$ cat config.mk
export PLATFORM = sky130hd
export DESIGN_NAME = ldst_sequencer_flat
export DESIGN_NICKNAME = d
export VERILOG_FILES = /design/src/rtl/ldst_sequencer_if.sv /design/src/rtl/ldst_sequencer.sv /design/src/flat_wrapper.sv
export SDC_FILE = /design/constraint.sdc
export NUM_CORES = 1
export LEC_CHECK = 0
export BUFFER_PORTS_ARGS = -buffer_cell sky130_fd_sc_hd__buf_2
export CELL_PAD_IN_SITES_DETAIL_PLACEMENT = 0
export CELL_PAD_IN_SITES_GLOBAL_PLACEMENT = 2
export CORE_MARGIN = 2
export CORE_UTILIZATION = 35
export DETAILED_ROUTE_END_ITERATION = 16
export PLACE_DENSITY_LB_ADDON = 0.1
export RECOVER_POWER = 100
export SLEW_MARGIN = 20
export SYNTH_ARGS = -nofsm -noshare
export SYNTH_HDL_FRONTEND = slang
export SYNTH_SLANG_ARGS = --single-unit
$ cat constraint.sdc
create_clock -name i_clk -period 4.14 [get_ports i_clk]
set_clock_uncertainty 0.05 [all_clocks]
set_input_delay 0.414 -clock i_clk [delete_from_list [all_inputs] [get_ports i_clk]]
set_output_delay 0.414 -clock i_clk [all_outputs]
set_load 0.01 [all_outputs]
$ cat src/rtl/ldst_sequencer_if.sv
// -----------------------------------------------------------------------------
// ldst_sequencer_if
// Purpose : groups the sequencer's handshake inputs (start/run/opcode/mem_ready)
//           and the DataPath control/status outputs into one bundle.
// Modports: slave  - the sequencer (drives controls, reads handshake)
//           master - whoever drives start/run/opcode/mem_ready and consumes
//                    the control lines (DataPath glue or a testbench)
// Optional: SINGLE_STEP_EN adds the 1-bit step input to both modports.
// -----------------------------------------------------------------------------
interface ldst_sequencer_if #(
    parameter int OP_W = 5
);
    logic            start;
    logic            run;
    logic [OP_W-1:0] opcode;
    logic            mem_ready;
`ifdef SINGLE_STEP_EN
    logic            step;
`endif
    logic PCout, PCin, incPC, MARin, MDRin, MDRout, IRin, Yin, Zin, Zlowout;
    logic Gra, Grb, Rin, Rout, BAout, Cout, Read, Write;
    logic [OP_W-1:0] Operator;
    logic            busy;
    logic            done;
    logic [1:0]      err;

`ifdef SINGLE_STEP_EN
    modport slave (
        input  start, run, opcode, mem_ready, step,
        output PCout, PCin, incPC, MARin, MDRin, MDRout, IRin, Yin, Zin, Zlowout,
        output Gra, Grb, Rin, Rout, BAout, Cout, Read, Write,
        output Operator, busy, done, err
    );
    modport master (
        output start, run, opcode, mem_ready, step,
        input  PCout, PCin, incPC, MARin, MDRin, MDRout, IRin, Yin, Zin, Zlowout,
        input  Gra, Grb, Rin, Rout, BAout, Cout, Read, Write,
        input  Operator, busy, done, err
    );
`else
    modport slave (
        input  start, run, opcode, mem_ready,
        output PCout, PCin, incPC, MARin, MDRin, MDRout, IRin, Yin, Zin, Zlowout,
        output Gra, Grb, Rin, Rout, BAout, Cout, Read, Write,
        output Operator, busy, done, err
    );
    modport master (
        output start, run, opcode, mem_ready,
        input  PCout, PCin, incPC, MARin, MDRin, MDRout, IRin, Yin, Zin, Zlowout,
        input  Gra, Grb, Rin, Rout, BAout, Cout, Read, Write,
        input  Operator, busy, done, err
    );
`endif
endinterface

$ cat src/rtl/ldst_sequencer.sv
// -----------------------------------------------------------------------------
// ldst_sequencer
// Purpose : control-step sequencer for instruction fetch plus ld / ldi / st.
//           Drives the DataPath register/bus/memory controls one T-step per
//           cycle, stretches memory steps with a mem_ready handshake and a
//           timeout, and optionally chains instructions while run=1.
// Ports   : i_clk   - rising-edge clock
//           i_clear - asynchronous active-low reset
//           bus     - ldst_sequencer_if.slave: start, run, opcode, mem_ready
//                     in; DataPath controls, Operator, busy, done, err out
// Options : SINGLE_STEP_EN - adds bus.step; non-IDLE, non-wait states only
//           advance on a cycle with step=1. Undefined: advance every cycle.
// -----------------------------------------------------------------------------
module ldst_sequencer #(
    parameter int              IR_W    = 32,
    parameter int              OP_W    = 5,
    parameter logic [OP_W-1:0] OP_LD   = 5'b00000,
    parameter logic [OP_W-1:0] OP_LDI  = 5'b00001,
    parameter logic [OP_W-1:0] OP_ST   = 5'b00010,
    parameter logic [OP_W-1:0] ALU_ADD = 5'b00011,
    parameter int              MEM_TMO = 15
) (
    input  logic            i_clk,
    input  logic            i_clear,
    ldst_sequencer_if.slave bus
);

    if (IR_W < OP_W || MEM_TMO < 1) begin : g_bad_cfg
        $error("ldst_sequencer: opcode wider than IR or MEM_TMO < 1");
    end

    localparam int CNT_W = $clog2(MEM_TMO + 1);
    localparam logic [CNT_W-1:0] TMO_LAST = CNT_W'(MEM_TMO - 1);

    typedef enum logic [3:0] {
        S_IDLE, S_T0, S_T1, S_T1W, S_T2, S_T3, S_T4, S_T5, S_T6, S_T6W, S_T7, S_DONE
    } state_t;

    typedef enum logic [1:0] {K_LD, K_LDI, K_ST, K_BAD} kind_t;

    typedef struct packed {
        logic PCout, PCin, incPC, MARin, MDRin, MDRout, IRin, Yin, Zin, Zlowout;
        logic Gra, Grb, Rin, Rout, BAout, Cout, Read, Write;
    } ctl_t;

    state_t          r_state, w_next;
    kind_t           r_kind, w_kind_nxt, w_kind_dec;
    logic [CNT_W-1:0] r_cnt, w_cnt_nxt;
    logic [1:0]      r_err, w_err_nxt;
    ctl_t            r_ctl, w_ctl;
    logic [OP_W-1:0] r_op, w_op;
    logic            r_busy, r_done;
    logic            w_adv, w_wait;

    always_comb begin
        if (bus.opcode == OP_LD)       w_kind_dec = K_LD;
        else if (bus.opcode == OP_LDI) w_kind_dec = K_LDI;
        else if (bus.opcode == OP_ST)  w_kind_dec = K_ST;
        else                           w_kind_dec = K_BAD;
    end

    // Next-state logic, then output decode of the state about to be occupied
    // so the registered outputs line up with the state register.
    always_comb begin
        w_next     = r_state;
        w_kind_nxt = r_kind;
        w_err_nxt  = r_err;
        w_cnt_nxt  = '0;
        w_wait     = (r_state == S_T1W) || (r_state == S_T6W);
`ifdef SINGLE_STEP_EN
        w_adv      = bus.step;
`else
        w_adv      = 1'b1;
`endif
        if (w_adv || w_wait || r_state == S_IDLE) begin
            case (r_state)
                S_IDLE: if (bus.start) begin
                    w_next    = S_T0;
                    w_err_nxt = 2'b00;
                end
                S_T0: w_next = S_T1;
                S_T1: w_next = S_T1W;
                S_T1W, S_T6W: begin
                    if (bus.mem_ready) begin
                        if (r_state == S_T1W)   w_next = S_T2;
                        else if (r_kind == K_ST) w_next = S_DONE;
                        else                     w_next = S_T7;
                    end else if (r_cnt == TMO_LAST) begin
                        // Timeout: abandon the access without a done pulse.
                        w_next    = S_IDLE;
                        w_err_nxt = 2'b10;
                    end else begin
                        w_cnt_nxt = r_cnt + 1'b1;
                    end
                end
                S_T2: w_next = S_T3;
                S_T3: begin
                    w_kind_nxt = w_kind_dec;
                    if (w_kind_dec == K_BAD) begin
                        w_next    = S_IDLE;
                        w_err_nxt = 2'b01;
                    end else begin
                        w_next = S_T4;
                    end
                end
                S_T4: w_next = S_T5;
                S_T5: begin
                    case (r_kind)
                        K_LDI:   w_next = S_DONE;
                        K_ST:    w_next = S_T6;
                        default: w_next = S_T6W;
                    endcase
                end
                S_T6:   w_next = S_T6W;
                S_T7:   w_next = S_DONE;
                S_DONE: w_next = bus.run ? S_T0 : S_IDLE;
                default: w_next = S_IDLE;
            endcase
        end

        w_ctl = '0;
        w_op  = '0;
        case (w_next)
            S_T0: begin
                w_ctl.PCout = 1'b1; w_ctl.MARin = 1'b1; w_ctl.incPC = 1'b1; w_ctl.Zin = 1'b1;
            end
            S_T1: begin
                w_ctl.Zlowout = 1'b1; w_ctl.PCin = 1'b1;
            end
            S_T1W: begin
                w_ctl.Read = 1'b1; w_ctl.MDRin = 1'b1;
            end
            S_T2: begin
                w_ctl.MDRout = 1'b1; w_ctl.IRin = 1'b1;
            end
            S_T3: begin
                w_ctl.Grb = 1'b1; w_ctl.BAout = 1'b1; w_ctl.Yin = 1'b1;
            end
            S_T4: begin
                w_ctl.Cout = 1'b1; w_ctl.Zin = 1'b1;
                w_op = ALU_ADD;
            end
            S_T5: begin
                w_ctl.Zlowout = 1'b1;
                if (w_kind_nxt == K_LDI) begin
                    w_ctl.Gra = 1'b1; w_ctl.Rin = 1'b1;
                end else begin
                    w_ctl.MARin = 1'b1;
                end
            end
            S_T6: begin
                // Register value is routed onto the bus into MDR (no memory read).
                w_ctl.Gra = 1'b1; w_ctl.Rout = 1'b1; w_ctl.MDRin = 1'b1;
            end
            S_T6W: begin
                if (w_kind_nxt == K_ST) begin
                    w_ctl.Write = 1'b1;
                end else begin
                    w_ctl.Read = 1'b1; w_ctl.MDRin = 1'b1;
                end
            end
            S_T7: begin
                w_ctl.MDRout = 1'b1; w_ctl.Gra = 1'b1; w_ctl.Rin = 1'b1;
            end
            default: ;
        endcase
    end

    always_ff @(posedge i_clk or negedge i_clear) begin
        if (!i_clear) begin
            r_state <= S_IDLE;
            r_kind  <= K_LD;
            r_cnt   <= '0;
            r_err   <= 2'b00;
            r_ctl   <= '0;
            r_op    <= '0;
            r_busy  <= 1'b0;
            r_done  <= 1'b0;
        end else begin
            r_state <= w_next;
            r_kind  <= w_kind_nxt;
            r_cnt   <= w_cnt_nxt;
            r_err   <= w_err_nxt;
            r_ctl   <= w_ctl;
            r_op    <= w_op;
            r_busy  <= (w_next != S_IDLE);
            r_done  <= (w_next == S_DONE);
        end
    end

    assign bus.PCout    = r_ctl.PCout;
    assign bus.PCin     = r_ctl.PCin;
    assign bus.incPC    = r_ctl.incPC;
    assign bus.MARin    = r_ctl.MARin;
    assign bus.MDRin    = r_ctl.MDRin;
    assign bus.MDRout   = r_ctl.MDRout;
    assign bus.IRin     = r_ctl.IRin;
    assign bus.Yin      = r_ctl.Yin;
    assign bus.Zin      = r_ctl.Zin;
    assign bus.Zlowout  = r_ctl.Zlowout;
    assign bus.Gra      = r_ctl.Gra;
    assign bus.Grb      = r_ctl.Grb;
    assign bus.Rin      = r_ctl.Rin;
    assign bus.Rout     = r_ctl.Rout;
    assign bus.BAout    = r_ctl.BAout;
    assign bus.Cout     = r_ctl.Cout;
    assign bus.Read     = r_ctl.Read;
    assign bus.Write    = r_ctl.Write;
    assign bus.Operator = r_op;
    assign bus.busy     = r_busy;
    assign bus.done     = r_done;
    assign bus.err      = r_err;

endmodule
$ cat src/flat_wrapper.sv
// flat-port wrapper written by rule: the top's interface ports become plain ports
module ldst_sequencer_flat 
#(
    parameter int              IR_W    = 32,
    parameter int              OP_W    = 5,
    parameter logic [OP_W-1:0] OP_LD   = 5'b00000,
    parameter logic [OP_W-1:0] OP_LDI  = 5'b00001,
    parameter logic [OP_W-1:0] OP_ST   = 5'b00010,
    parameter logic [OP_W-1:0] ALU_ADD = 5'b00011,
    parameter int              MEM_TMO = 15
)
  (i_clk, i_clear, bus_start, bus_run, bus_opcode, bus_mem_ready, bus_PCout, bus_PCin, bus_incPC, bus_MARin, bus_MDRin, bus_MDRout, bus_IRin, bus_Yin, bus_Zin, bus_Zlowout, bus_Gra, bus_Grb, bus_Rin, bus_Rout, bus_BAout, bus_Cout, bus_Read, bus_Write, bus_Operator, bus_busy, bus_done, bus_err);
  ldst_sequencer_if #(.OP_W(OP_W)) bus_i ();
  input  logic i_clk;
  input  logic i_clear;
  input wire logic [$bits(bus_i.start)-1:0] bus_start;
  input wire logic [$bits(bus_i.run)-1:0] bus_run;
  input wire logic [$bits(bus_i.opcode)-1:0] bus_opcode;
  input wire logic [$bits(bus_i.mem_ready)-1:0] bus_mem_ready;
  output wire logic [$bits(bus_i.PCout)-1:0] bus_PCout;
  output wire logic [$bits(bus_i.PCin)-1:0] bus_PCin;
  output wire logic [$bits(bus_i.incPC)-1:0] bus_incPC;
  output wire logic [$bits(bus_i.MARin)-1:0] bus_MARin;
  output wire logic [$bits(bus_i.MDRin)-1:0] bus_MDRin;
  output wire logic [$bits(bus_i.MDRout)-1:0] bus_MDRout;
  output wire logic [$bits(bus_i.IRin)-1:0] bus_IRin;
  output wire logic [$bits(bus_i.Yin)-1:0] bus_Yin;
  output wire logic [$bits(bus_i.Zin)-1:0] bus_Zin;
  output wire logic [$bits(bus_i.Zlowout)-1:0] bus_Zlowout;
  output wire logic [$bits(bus_i.Gra)-1:0] bus_Gra;
  output wire logic [$bits(bus_i.Grb)-1:0] bus_Grb;
  output wire logic [$bits(bus_i.Rin)-1:0] bus_Rin;
  output wire logic [$bits(bus_i.Rout)-1:0] bus_Rout;
  output wire logic [$bits(bus_i.BAout)-1:0] bus_BAout;
  output wire logic [$bits(bus_i.Cout)-1:0] bus_Cout;
  output wire logic [$bits(bus_i.Read)-1:0] bus_Read;
  output wire logic [$bits(bus_i.Write)-1:0] bus_Write;
  output wire logic [$bits(bus_i.Operator)-1:0] bus_Operator;
  output wire logic [$bits(bus_i.busy)-1:0] bus_busy;
  output wire logic [$bits(bus_i.done)-1:0] bus_done;
  output wire logic [$bits(bus_i.err)-1:0] bus_err;
  assign bus_i.start = bus_start;
  assign bus_i.run = bus_run;
  assign bus_i.opcode = bus_opcode;
  assign bus_i.mem_ready = bus_mem_ready;
  assign bus_PCout = bus_i.PCout;
  assign bus_PCin = bus_i.PCin;
  assign bus_incPC = bus_i.incPC;
  assign bus_MARin = bus_i.MARin;
  assign bus_MDRin = bus_i.MDRin;
  assign bus_MDRout = bus_i.MDRout;
  assign bus_IRin = bus_i.IRin;
  assign bus_Yin = bus_i.Yin;
  assign bus_Zin = bus_i.Zin;
  assign bus_Zlowout = bus_i.Zlowout;
  assign bus_Gra = bus_i.Gra;
  assign bus_Grb = bus_i.Grb;
  assign bus_Rin = bus_i.Rin;
  assign bus_Rout = bus_i.Rout;
  assign bus_BAout = bus_i.BAout;
  assign bus_Cout = bus_i.Cout;
  assign bus_Read = bus_i.Read;
  assign bus_Write = bus_i.Write;
  assign bus_Operator = bus_i.Operator;
  assign bus_busy = bus_i.busy;
  assign bus_done = bus_i.done;
  assign bus_err = bus_i.err;
  ldst_sequencer #(.IR_W(IR_W), .OP_W(OP_W), .OP_LD(OP_LD), .OP_LDI(OP_LDI), .OP_ST(OP_ST), .ALU_ADD(ALU_ADD), .MEM_TMO(MEM_TMO)) u_core (.i_clk(i_clk), .i_clear(i_clear), .bus(bus_i));
endmodule
Word-level counts from Yosys, hierarchy flattened
Cells that the tools add are included.
{"block": "word_totals", "ram_bits": 0, "ff_bits": 31, "inputBits": 10, "output_inout_bits": 27, "rom_bits": 0, "latchBits": 0, "n_memories": 0}
{"block": "op_classes", "n_reduce_logical": 11, "n_lt_le_gt_ge": 0, "div_mod_pow": 0, "shifts": 0, "eq_ne": 34, "n_bitwise": 0, "muxes": 41, "multipliers": 0, "add_sub_neg": 1}
{"cell": "case mux 4 bit (11 select lines)", "n": 1}
{"cell": "equality test 4 bit (second input constant)", "n": 9}
{"cell": "equality test 4 x 3 -> 1 bit (second input constant)", "n": 8}
{"cell": "two-way mux 4 bit", "n": 7}
{"cell": "two-way mux 1 bit", "n": 17}
{"cell": "equality test 4 x 2 -> 1 bit (second input constant)", "n": 4}
{"cell": "two-way mux 2 bit", "n": 8}
{"cell": "OR reduction 2 bit", "n": 6}
{"cell": "case mux 1 bit (2 select lines)", "n": 5}
{"cell": "equality test 4 x 1 -> 1 bit (second input constant)", "n": 2}
{"cell": "equality test 2 bit (second input constant)", "n": 3}
{"cell": "case mux 2 bit (3 select lines)", "n": 1}
{"cell": "equality test 5 x 1 -> 1 bit (second input constant)", "n": 1}
{"cell": "equality test 5 x 2 -> 1 bit (second input constant)", "n": 1}
{"cell": "logical NOT 5 bit", "n": 1}
{"cell": "AND reduction 5 bit", "n": 1}
{"cell": "adder 4 x 1 -> 4 bit (second input constant)", "n": 1}
{"cell": "equality test 2 x 1 -> 1 bit (second input constant)", "n": 2}
{"cell": "logical NOT 4 bit", "n": 1}
{"cell": "inequality test 2 x 1 -> 1 bit (second input constant)", "n": 2}
{"cell": "inequality test 2 bit (second input constant)", "n": 2}
{"cell": "case mux 2 bit (2 select lines)", "n": 1}
{"cell": "nonzero test 4 bit", "n": 1}
{"cell": "two-way mux 3 bit", "n": 1}
{"cell": "nonzero test 3 bit", "n": 1}

Logic depth before layout (Yosys ltp)
Gate-level depths: netlist of run 1.
{"block": "logic_depth", "depth_word": 10, "depth_mapped": 8}

Least setup slack after synthesis of run 1
No wires, ideal clock.
{"block": "synth_path", "path_kind": "register to register", "startpoint": "reg u_core.r_cnt[0]", "endpoint": "reg u_core.r_ctl (netlist bit u_core.bus.MDRin)", "setup_time_ns": 0.118, "t_required_ns": 3.972, "period_less_slack_ns": 1.815, "path_buffers": 0, "path_stages_with_launch": 9, "setup_slack_ns": 2.325, "arrival_ns": 1.647, "path_cell_list": "dfrtp_1 > inv_1 > ha_1 > nand3_1 > or4b_4 > o211a_2 > clkinv_4 > a21oi_2 > a21o_1"}
{"item": "from (decl)", "line_no": "ldst_sequencer.sv:48", "source": "logic [CNT_W-1:0] r_cnt, w_cnt_nxt;"}
{"item": "from (signal assigned)", "line_no": "ldst_sequencer.sv:182", "source": "r_cnt <= w_cnt_nxt;"}
{"item": "to (signal assigned)", "line_no": "ldst_sequencer.sv:184", "source": "r_ctl <= w_ctl;"}
{"item": "to (decl)", "line_no": "ldst_sequencer.sv:50", "source": "ctl_t r_ctl, w_ctl;"}

==> results of run 1 <==
## kinds of logic (layout without fill, tap and decap cells)
logic type | after synthesis | after routing | share of synthesized area (%)
XOR/XNOR | 3 | 3 | 1.800
buffers and inverters | 17 | 46 | 7.455
adder cells (fa/ha/maj) | 2 | 2 | 1.714
flip-flops | 29 | 29 | 49.70
other | 1 | 3 | 0.2568
AO/OA/AOI/OAI | 18 | 18 | 10.45
AND/OR/NAND/NOR | 70 | 70 | 28.62
## how the worst max path moves through the flow
stage | to | depth (start not counted) | slack, ps | start
after floorplan | u_core.bus.MDRin | 8 | 2320 | u_core.r_cnt[0]
after CTS | u_core.bus.MDRin | 6 | 2110 | u_core.r_state[2]
after global routing | u_core.bus.MARin | 6 | 1670 | u_core.r_state[1]
final | u_core.bus.MARin | 6 | 1840 | u_core.r_state[1]
after global placement | u_core.bus.Read | 6 | 2120 | bus_opcode[0]
after detailed placement | u_core.bus.MDRin | 6 | 2110 | u_core.r_state[2]
## area by class of cell
cell class	instances	area, µm²	share of cell area, %
flip-flops and latches	29	725.7	43.12
multi-input cells	96	606.8	36.06
repair buffers	33	133.9	7.955
clock buffers	5	68.82	4.089
clock inverters	3	65.06	3.866
well taps	50	62.56	3.717
inverters	5	20.02	1.190
## cell usage after synthesis, drive strengths merged (2+ instances only)
cell type / number
or2: 2
nand2: 10
nand3: 5
nor2: 19
a21oi: 2
or3: 2
inv: 4
buf: 12
or3b: 2
nand3b: 2
nand4bb: 2
nor2b: 6
o21ai: 3
and3: 2
o211a: 3
nor3: 6
ha: 2
o211ai: 3
nand2b: 3
xnor2: 2
dfrtp: 29
## stage by stage
stage | utilization (%) | area [µm²] | instances | worst slack, ps | power (µW)
after floorplan | - | 1468 | 142 | 2325 | 897.6
after global placement | 40.26 | 1610 | 213 | 2119 | 1025
after detailed placement | 40.26 | 1610 | 213 | 2113 | 1029
after CTS | 43.60 | 1744 | 221 | 2107 | 1386
after global routing | 42.07 | 1683 | 221 | 1667 | 1429
final | 42.07 | 1683 | 221 | 1844 | 1309
## registers in the layout, indices dropped and copies added, names as in the netlist, 2 cells and up
register        cells
u_core.r_state      4
u_core.r_kind       2
u_core.bus.err      2
u_core.r_cnt        4
## layer usage
layer | vias up | GRT usage [%] | wire, µm
met2 | 31 | 23.56 | 1354
met4 | 0 | 6.750 | 49
li1 | 537 | - | -
met5 | - | 0 | 0
met1 | 513 | 19.82 | 1484
met3 | 4 | 5.195 | 194
## worst max-delay path: cells and delay by family, from the launching register on
kind            cells  cell delay (ps)
flops               1              550
buf+inv             1              290
simple gates        2              800
compound gates      3              460
## power by group
group / internal [µW] / switching (µW)
logic: 215 / 281
clock network: 239 / 108
registers: 369 / 96.8
total: 823 / 486
==> qor.csv, run 1 <==
metric,value,unit
reg2reg_from,u_core.r_state[1],
avgViaCountPerCell,4.910,
drtIter0Drc,39,
rows,23,
final_hold_viol_count,0,
cp_max_fo,17,
p_leak,0.0007811,µW
initial_core_util,36.50,%
layout.nets,182,
gp_congestion,0.7584,
drc,0,
grt_pass1_vias,1093,
wl_per_cell,13.95,µm
postRouteAntennaNets,0,
layout_common_cells,"dfrtp_1 (29), clkbuf_1 (25), nor2_1 (18)",
netlist_top_cells_area,"dfrtp_1 (50%), buf_4 (5.1%), nor2_1 (4.6%), nand2_1 (2.6%), nor2b_1 (2.6%)",
critical_path_required,4240,ps
max_slew.worst_pin.slew,1596,ps
coreArea,4000,µm²
syn_to_final_growth,15.25,%
post_cts_resize_count,0,
power_density,777.7,nW/µm²
endpoint_kind,flop,
finalSetupViolations,0,
setup.worst_path.start_class,flop,
routed_wl,3084,µm
cp_slowest_stage_delay,590,ps
num_io_pins,37,
r2r_setup_slack,1840,ps
max_cap_violations,1,
clkSlewWorstSetupHoldPaths,70,ps
drtPass1Iterations,4,
slew_headroom,-6.430,%
fin_crit_sh,55.45,%
finalSetupTns,0,ps
arrival,2400,ps
diodes,0,
cts_root_buf,clkbuf_8,
synthCells,140,
path_class,flop to flop,
syn_area_per_cell,10.43,µm²
crit_chain,or4_1 > o211ai_1 > o211a_2 > clkinvlp_2 > nand3b_2 > o21ai_0,
regToRegEndpoint,u_core.bus.MARin,
die_x,68.59,µm
numCtsBuffers,5,
holdPathStages,3,
synth_enable_flop_cells,0,
die_h,68.59,µm
yosysTopAreaCellShare,49.70,%
peakVddDrop,0.2604,mV
cts_setup_buffers,0,
fmax,435.6,MHz
period_minus_slack,2296,ps
whs,341.4,ps
cp_slowest_cell,or4_1,
yosys.cell_types.count,48,
status,finished with violations,
grt_max_degree,30,
htree_num_levels,2,
violations,"max-capacitance violations, max-slew violations",
post-dp-hpwl,2220,µm
drive_above_1_share,15.20,%
grtUsageTotal,15.45,%
synth_top_area_cell,dfrtp_1,
synth_warnings,0,
hold_path_end,u_core.r_kind[0],
cts.sinks,29,
dieArea,4705,µm²
grt.overflow.total,0,
ys_async_sr_fraction,100.0,%
vias,1085,
cts_tree,built,
hp-class,input pin to flop,
worstRegToRegCells,6,
rsz0062_at_grt,false,
grt_antenna_before_repair,0,
worstSkewPairLatency,280,ps
synth_flop_cell,dfrtp_1,
seq_area_frac_synth,49.70,%
portBuffers,33,
grt_first_pass_wirelength,5209,µm
cts_hold_buffers,0,
cts.path.max_buffers,2,
hp-start,bus_opcode[0],
ys_ff_latch,29,
n_fill_cell,418,
final-max-slew-violation-count,30,
final_common_cell,dfrtp_1,
synth_area,1460,µm²
No activity file was read; power rests on OpenSTA's default activity.
==> run 2: changes to the inputs <==
Settings changed: CORE_UTILIZATION 35 to 29.
Clock period 4.14 ns to 1.87 ns, I/O delays scaled along.
==> run 2 against run 1 <==
The flow finishes with violations (negative setup slack); global-route usage is 0.21 points lower; core utilization is 1.0 points higher; setup slack worse by 1900 ps; critical endpoint is now u_core.bus.Read.
==> qor.csv, run 2 (synthesis gave the netlist of run 1 again) <==
metric,value,unit,change
portBuffers,33,,unchanged
cp_max_fo,5,,-12
drc,0,,unchanged
grt_pass1_vias,1230,,+13%
gp_congestion,0.7541,,-0.57%
fin_area,2062,µm²,+23%
vias,1275,,+18%
cts.path.max_buffers,2,,unchanged
final_hold_viol_count,0,,unchanged
grt.overflow.total,0,,unchanged
finalPower,3654,µW,+180%
grtUsageTotal,15.24,%,-0.21 points
layout_common_cells,"buf_4 (33), clkbuf_1 (25), dfrtp_1 (25)",,
drive_above_1_share,38.76,%,+24 points
finalSetupViolations,3,,+3
wl_per_cell,14.15,µm,+1.4%
cts_root_buf,clkbuf_8,,
fmax,531.1,MHz,+22%
rows,25,,+8.7%
setup.worst_path.start_class,flop,,
cts_tree,built,,
fin_cells,276,,+25%
hp-class,input pin to flop,,
hp-start,bus_opcode[0],,
final_common_cell,buf_4,,
reg2reg_from,u_core.r_state[2],,
numCtsBuffers,5,,unchanged
worstSkewPairLatency,280,ps,about the same
endpoint_kind,flop,,
place_ws,-89.67,ps,-2203 ps
arrival,2010,ps,-390 ps
status,finished with violations,,
grt_first_pass_wirelength,6313,µm,+21%
postRouteAntennaNets,0,,unchanged
peakVddDrop,0.5722,mV,+120%
dpl.cell_count,258,,+21%
dieArea,5618,µm²,+19%
hold_path_end,u_core.r_kind[0],,
drtIter0Drc,36,,-7.7%
layout.nets,221,,+21%
rsz0062_at_grt,true,,
grt_max_degree,30,,unchanged
post-dp-hpwl,2697,µm,+21%
htree_num_levels,2,,unchanged
max_cap_violations,0,,-1
critical_path_required,1990,ps,-2250 ps
r2r_setup_slack,-10,ps,-1860 ps
final_util,43.09,%,+1.0 points
cts.sinks,29,,unchanged
slew_headroom,50.74,%,+57 points
die_x,74.96,µm,+9.3%
postPlaceCellArea,1842,µm²,+14%
worstRegToRegCells,7,,+1
syn_to_final_growth,41.22,%,
path_class,flop to flop,,
drtPass1Iterations,4,,unchanged
clkSlewWorstSetupHoldPaths,60,ps,about the same
power_density,1772,nW/µm²,+130%
grt_antenna_before_repair,0,,unchanged
period_minus_slack,1883,ps,-412.6 ps
routed_wl,3905,µm,+27%
die_h,74.96,µm,+9.3%
p_leak,0.0009827,µW,+26%
worst_slack,-13.03,ps,-1857 ps
initial_core_util,30.51,%,-6.0 points
coreArea,4786,µm²,+20%
num_io_pins,37,,unchanged
biggestRegsByFlops,"u_core.r_cnt x4, u_core.r_state x4",,
max_slew.worst_pin.slew,738.9,ps,-857.5 ps
final-max-slew-violation-count,0,,-100%
violations,negative setup slack,,
regToRegEndpoint,u_core.bus.Read,,
holdPathStages,3,,unchanged
diodes,0,,unchanged
fin_crit_sh,100.7,%,+45 points
avgViaCountPerCell,4.620,,-5.9%
-- run 2: changes by cell type in the layout (fill, tap and decap cells not counted), moves of 2 or more --
cell       change
bufinv_16      -2
buf_6          +4
dfrtp_2        +4
buf_4         +33
dfrtp_1        -4
o211ai_1       -2
-- run 2: worst max-delay path, cell delays in order, from the launching register on --
cell and delay [ps]:
dfrtp_2 460, buf_6 150, or3b_4 360, o211ai_2 230
buf_4 170, nor4_4 40, and2_4 170, o21a_1 150
-- run 2: what timing repair did --
item | in CTS | in global routing
hold buffers | 1 | 0
hold endpoints to repair | 29 | 0
gates resized for setup | 9 | 15
pin swaps | 4 | 5
setup endpoints to repair | 8 | 11
cloned | 1 | 0
buffers inserted | 5 | 4
-- run 2: final cells by class --
class                           instances  area, µm²
Inverter                                5      23.77
Multi-Input combinational cell         96      694.4
Timing Repair Buffer                   71      437.9
Timing Repair inverter                  1      5.005
Sequential cell                        29      730.7
Fill cell                             501       2724
Clock buffer                            7      86.33
Tap cell                               67      83.83
-- run 2: worst max path at each step --
| stage | cells after the start | slack, ps | from | endpoint |
|---|---|---|---|---|
| 2_1_floorplan | 8 | 50 | u_core.r_cnt[0] | u_core.bus.MDRin |
| 3_3_place_gp | 6 | -80 | u_core.r_state[1] | u_core.bus.Read |
| 3_5_place_dp | 6 | -90 | u_core.r_state[2] | u_core.bus.MDRin |
| 4_1_cts | 8 | 4 | u_core.r_cnt[0] | u_core.bus.MDRin |
| 5_1_grt | 7 | -90 | u_core.r_state[2] | u_core.bus.Read |
| 6_report | 7 | -10 | u_core.r_state[2] | u_core.bus.Read |
-- run 2: per-stage QoR --
stage / hold slack [ps] / TNS, ps
6_report: 120.2 / -22.41
5_1_grt: 149.1 / -487.8
4_1_cts: 116.2 / 0
3_5_place_dp: 213.9 / -315.0
3_3_place_gp: 203.5 / -302.1
2_1_floorplan: -158.6 / 0
-- run 2: layer usage --
| metal | track usage [%] | part of all wire [%] | vias to the layer above | wire (µm) |
|---|---|---|---|---|
| met5 | 0 | 0 | - | 0 |
| met4 | 4.762 | 1.5 | 0 | 57 |
| met3 | 3.614 | 4.9 | 7 | 190 |
| met2 | 23.49 | 46 | 36 | 1809 |
| met1 | 21.22 | 47 | 615 | 1848 |
| li1 | - | - | 617 | - |
-- run 2: where the power goes --
| group | leakage, µW | switching [µW] | internal (µW) | total [µW] |
|---|---|---|---|---|
| Clock | 0.0000443 | 230 | 291 | 522 |
| Sequential | 0.000372 | 164 | 827 | 991 |
| Combinational | 0.000566 | 1010 | 1130 | 2140 |
==> run 3: changes to the inputs <==
Clock period 1.87 ns to 1.6 ns, I/O delays scaled along.
==> run 3 against run 2 <==
The flow still finishes with violations (negative setup slack); worst hold slack better by 33 ps; non-clock buffer count increased by 10; routed wire length down 6.4%; cell count increased by 4.0%; flip-flop and latch count unchanged; largest cell class unchanged; count of clock-buffer cells in the layout fell by 1; sequential power increased by 14%; clock power is 13% higher; sequential share of layout area fell by 1.4 points.
==> qor.csv, run 3 (synthesis gave the netlist of run 1 again) <==
metric,value,unit,change
hp-start,bus_start,,
max_slew.worst_pin.slew,734.2,ps,-4.720 ps
cp_slowest_cell,dfrtp_2,,
cts_root_buf,clkbuf_8,,
dieArea,5618,µm²,unchanged
peakVddDrop,0.7015,mV,+23%
numCtsBuffers,5,,unchanged
crit_buf_inv,1,,-1
cp_max_fo,9,,+4
place_ws,-284.4,ps,-194.8 ps
layout.nets,231,,+4.5%
max_cap_violations,0,,unchanged
portBuffers,33,,unchanged
rsz0062_at_grt,true,,
coreArea,4786,µm²,unchanged
final_hold_viol_count,0,,unchanged
status,finished with violations,,
wl_per_cell,12.74,µm,-9.9%
grtUsageTotal,14.72,%,-0.53 points
reg2reg_from,u_core.r_state[1],,
n_fill_cell,494,,-1.4%
arrival,1970,ps,-40 ps
htree_num_levels,2,,unchanged
cp_num_cells,6,,-1
hp-class,input pin to flop,,
grt_antenna_before_repair,0,,unchanged
finalPower,4173,µW,+14%
fmax,541.3,MHz,+1.9%
num_io_pins,37,,unchanged
dpl.cell_count,269,,+4.3%
vias,1271,,-0.31%
biggestRegsByFlops,"u_core.r_cnt x4, u_core.r_state x4",,
die_x,74.96,µm,unchanged
final-max-slew-violation-count,0,,unchanged
p_leak,0.001021,µW,+3.9%
post-dp-hpwl,2689,µm,-0.30%
setup.worst_path.start_class,flop,,
violations,negative setup slack,,
final_common_cell,buf_4,,
fin_crit_sh,115.5,%,+15 points
grt_pass1_vias,1225,,-0.41%
routed_wl,3657,µm,-6.4%
postRouteAntennaNets,0,,unchanged
layout_common_cells,"buf_4 (45), dfrtp_1 (26), clkbuf_1 (25)",,
fin_cells,287,,+4.0%
worstRegToRegCells,6,,-1
avgViaCountPerCell,4.429,,-4.1%
grt_max_degree,30,,unchanged
critical_path_required,1720,ps,-270 ps
drtIter0Drc,37,,+2.8%
initial_core_util,30.51,%,unchanged
power_density,1948,nW/µm²,+10%
critPathLaunch,u_core.r_state[1],,
clkSlewWorstSetupHoldPaths,70,ps,about the same
gp_congestion,0.8069,,+7.0%
cp_slowest_stage_delay,470,ps,about the same
endpoint_kind,flop,,
diodes,0,,unchanged
grt.overflow.total,0,,unchanged
rows,25,,unchanged
drtPass1Iterations,5,,+1
drc,0,,unchanged
worst_slack,-247.6,ps,-234.5 ps
slew_headroom,51.05,%,+0.31 points
path_class,flop to flop,,
crit_chain,or3b_1 > o211ai_4 > nor4_2 > buf_4 > and2_4 > o21a_1,,
die_h,74.96,µm,unchanged
worstSkewPairLatency,280,ps,about the same
finalSetupViolations,16,,+13
holdPathStages,3,,unchanged
cts.sinks,29,,unchanged
syn_to_final_growth,46.70,%,
drive_above_1_share,41.36,%,+2.6 points
cts_tree,built,,
cp_top_family,simple AND/OR/NAND/NOR gates,,
period_minus_slack,1848,ps,-35.48 ps
grt_first_pass_wirelength,5947,µm,-5.8%
cts.path.max_buffers,2,,unchanged
## run 3: worst reg2reg max path: cells and delay by family (launching register included)
kind,cells,cell delay [ps]
AND/OR/NAND/NOR,3,640
AO/OA/AOI/OAI,2,410
flip-flops,1,470
buffers and inverters,1,160
## run 3: power breakdown
group | total (µW) | switching [µW] | leakage, µW | internal, µW
clock network | 588 | 287 | 0.0000450 | 301
registers | 1130 | 165 | 0.000374 | 964
logic | 2460 | 1160 | 0.000602 | 1290
total | 4170 | 1610 | 0.00102 | 2560
## run 3: cell type report
type	count	area, µm²	share of cell area, %
repair inverters	1	5.005	0.2336
well taps	67	83.83	3.914
flip-flops and latches	29	729.5	34.05
repair buffers	81	505.5	23.60
inverters	5	23.77	1.110
clock inverters	2	10.01	0.4673
clock buffers	6	72.57	3.388
multi-input cells	96	711.9	33.24
## run 3: per-stage QoR
stage | TNS, ps | instance area (µm²) | util, % | hold slack, ps
floorplan | -639.1 | 1498 | - | -185.6
global placement | -2823 | 1948 | 40.71 | 175.9
detailed placement | -3062 | 1948 | 40.71 | 194.3
CTS | -2173 | 2110 | 44.08 | 145.3
global route | -3789 | 2142 | 44.76 | 188.8
finish | -2157 | 2142 | 44.76 | 152.7
## run 3: final timing paths
path / endpoint / slack [ps]
max reg2reg: u_core.bus.Read / -250
min in group asynchronous: u_core.bus.Zlowout / 410
max in group asynchronous: u_core.r_state[0] / 570
min reg2reg: u_core.bus.err[0] / 460
max: u_core.bus.Read / -250
min: u_core.bus.err[1] / 150
## run 3: what timing repair did
action / in CTS / in global routing
setup buffers: 4 / 4
pin swaps: 7 / 1
cloned: 1 / 0
hold buffers: 1 / 0
endpoints found under the hold margin: 29 / 0
endpoints found under the setup margin: 16 / 18
resized for setup: 10 / 5
## run 3: per-layer routing
metal  vias to the layer above  GRT usage [%]  share of wire [%]
met5                         -              0                  0
met1                       597          18.84                 46
met3                         2          4.953                4.9
met2                        36          23.20                 48
li1                        636              -                  -
met4                         0          5.357               0.63
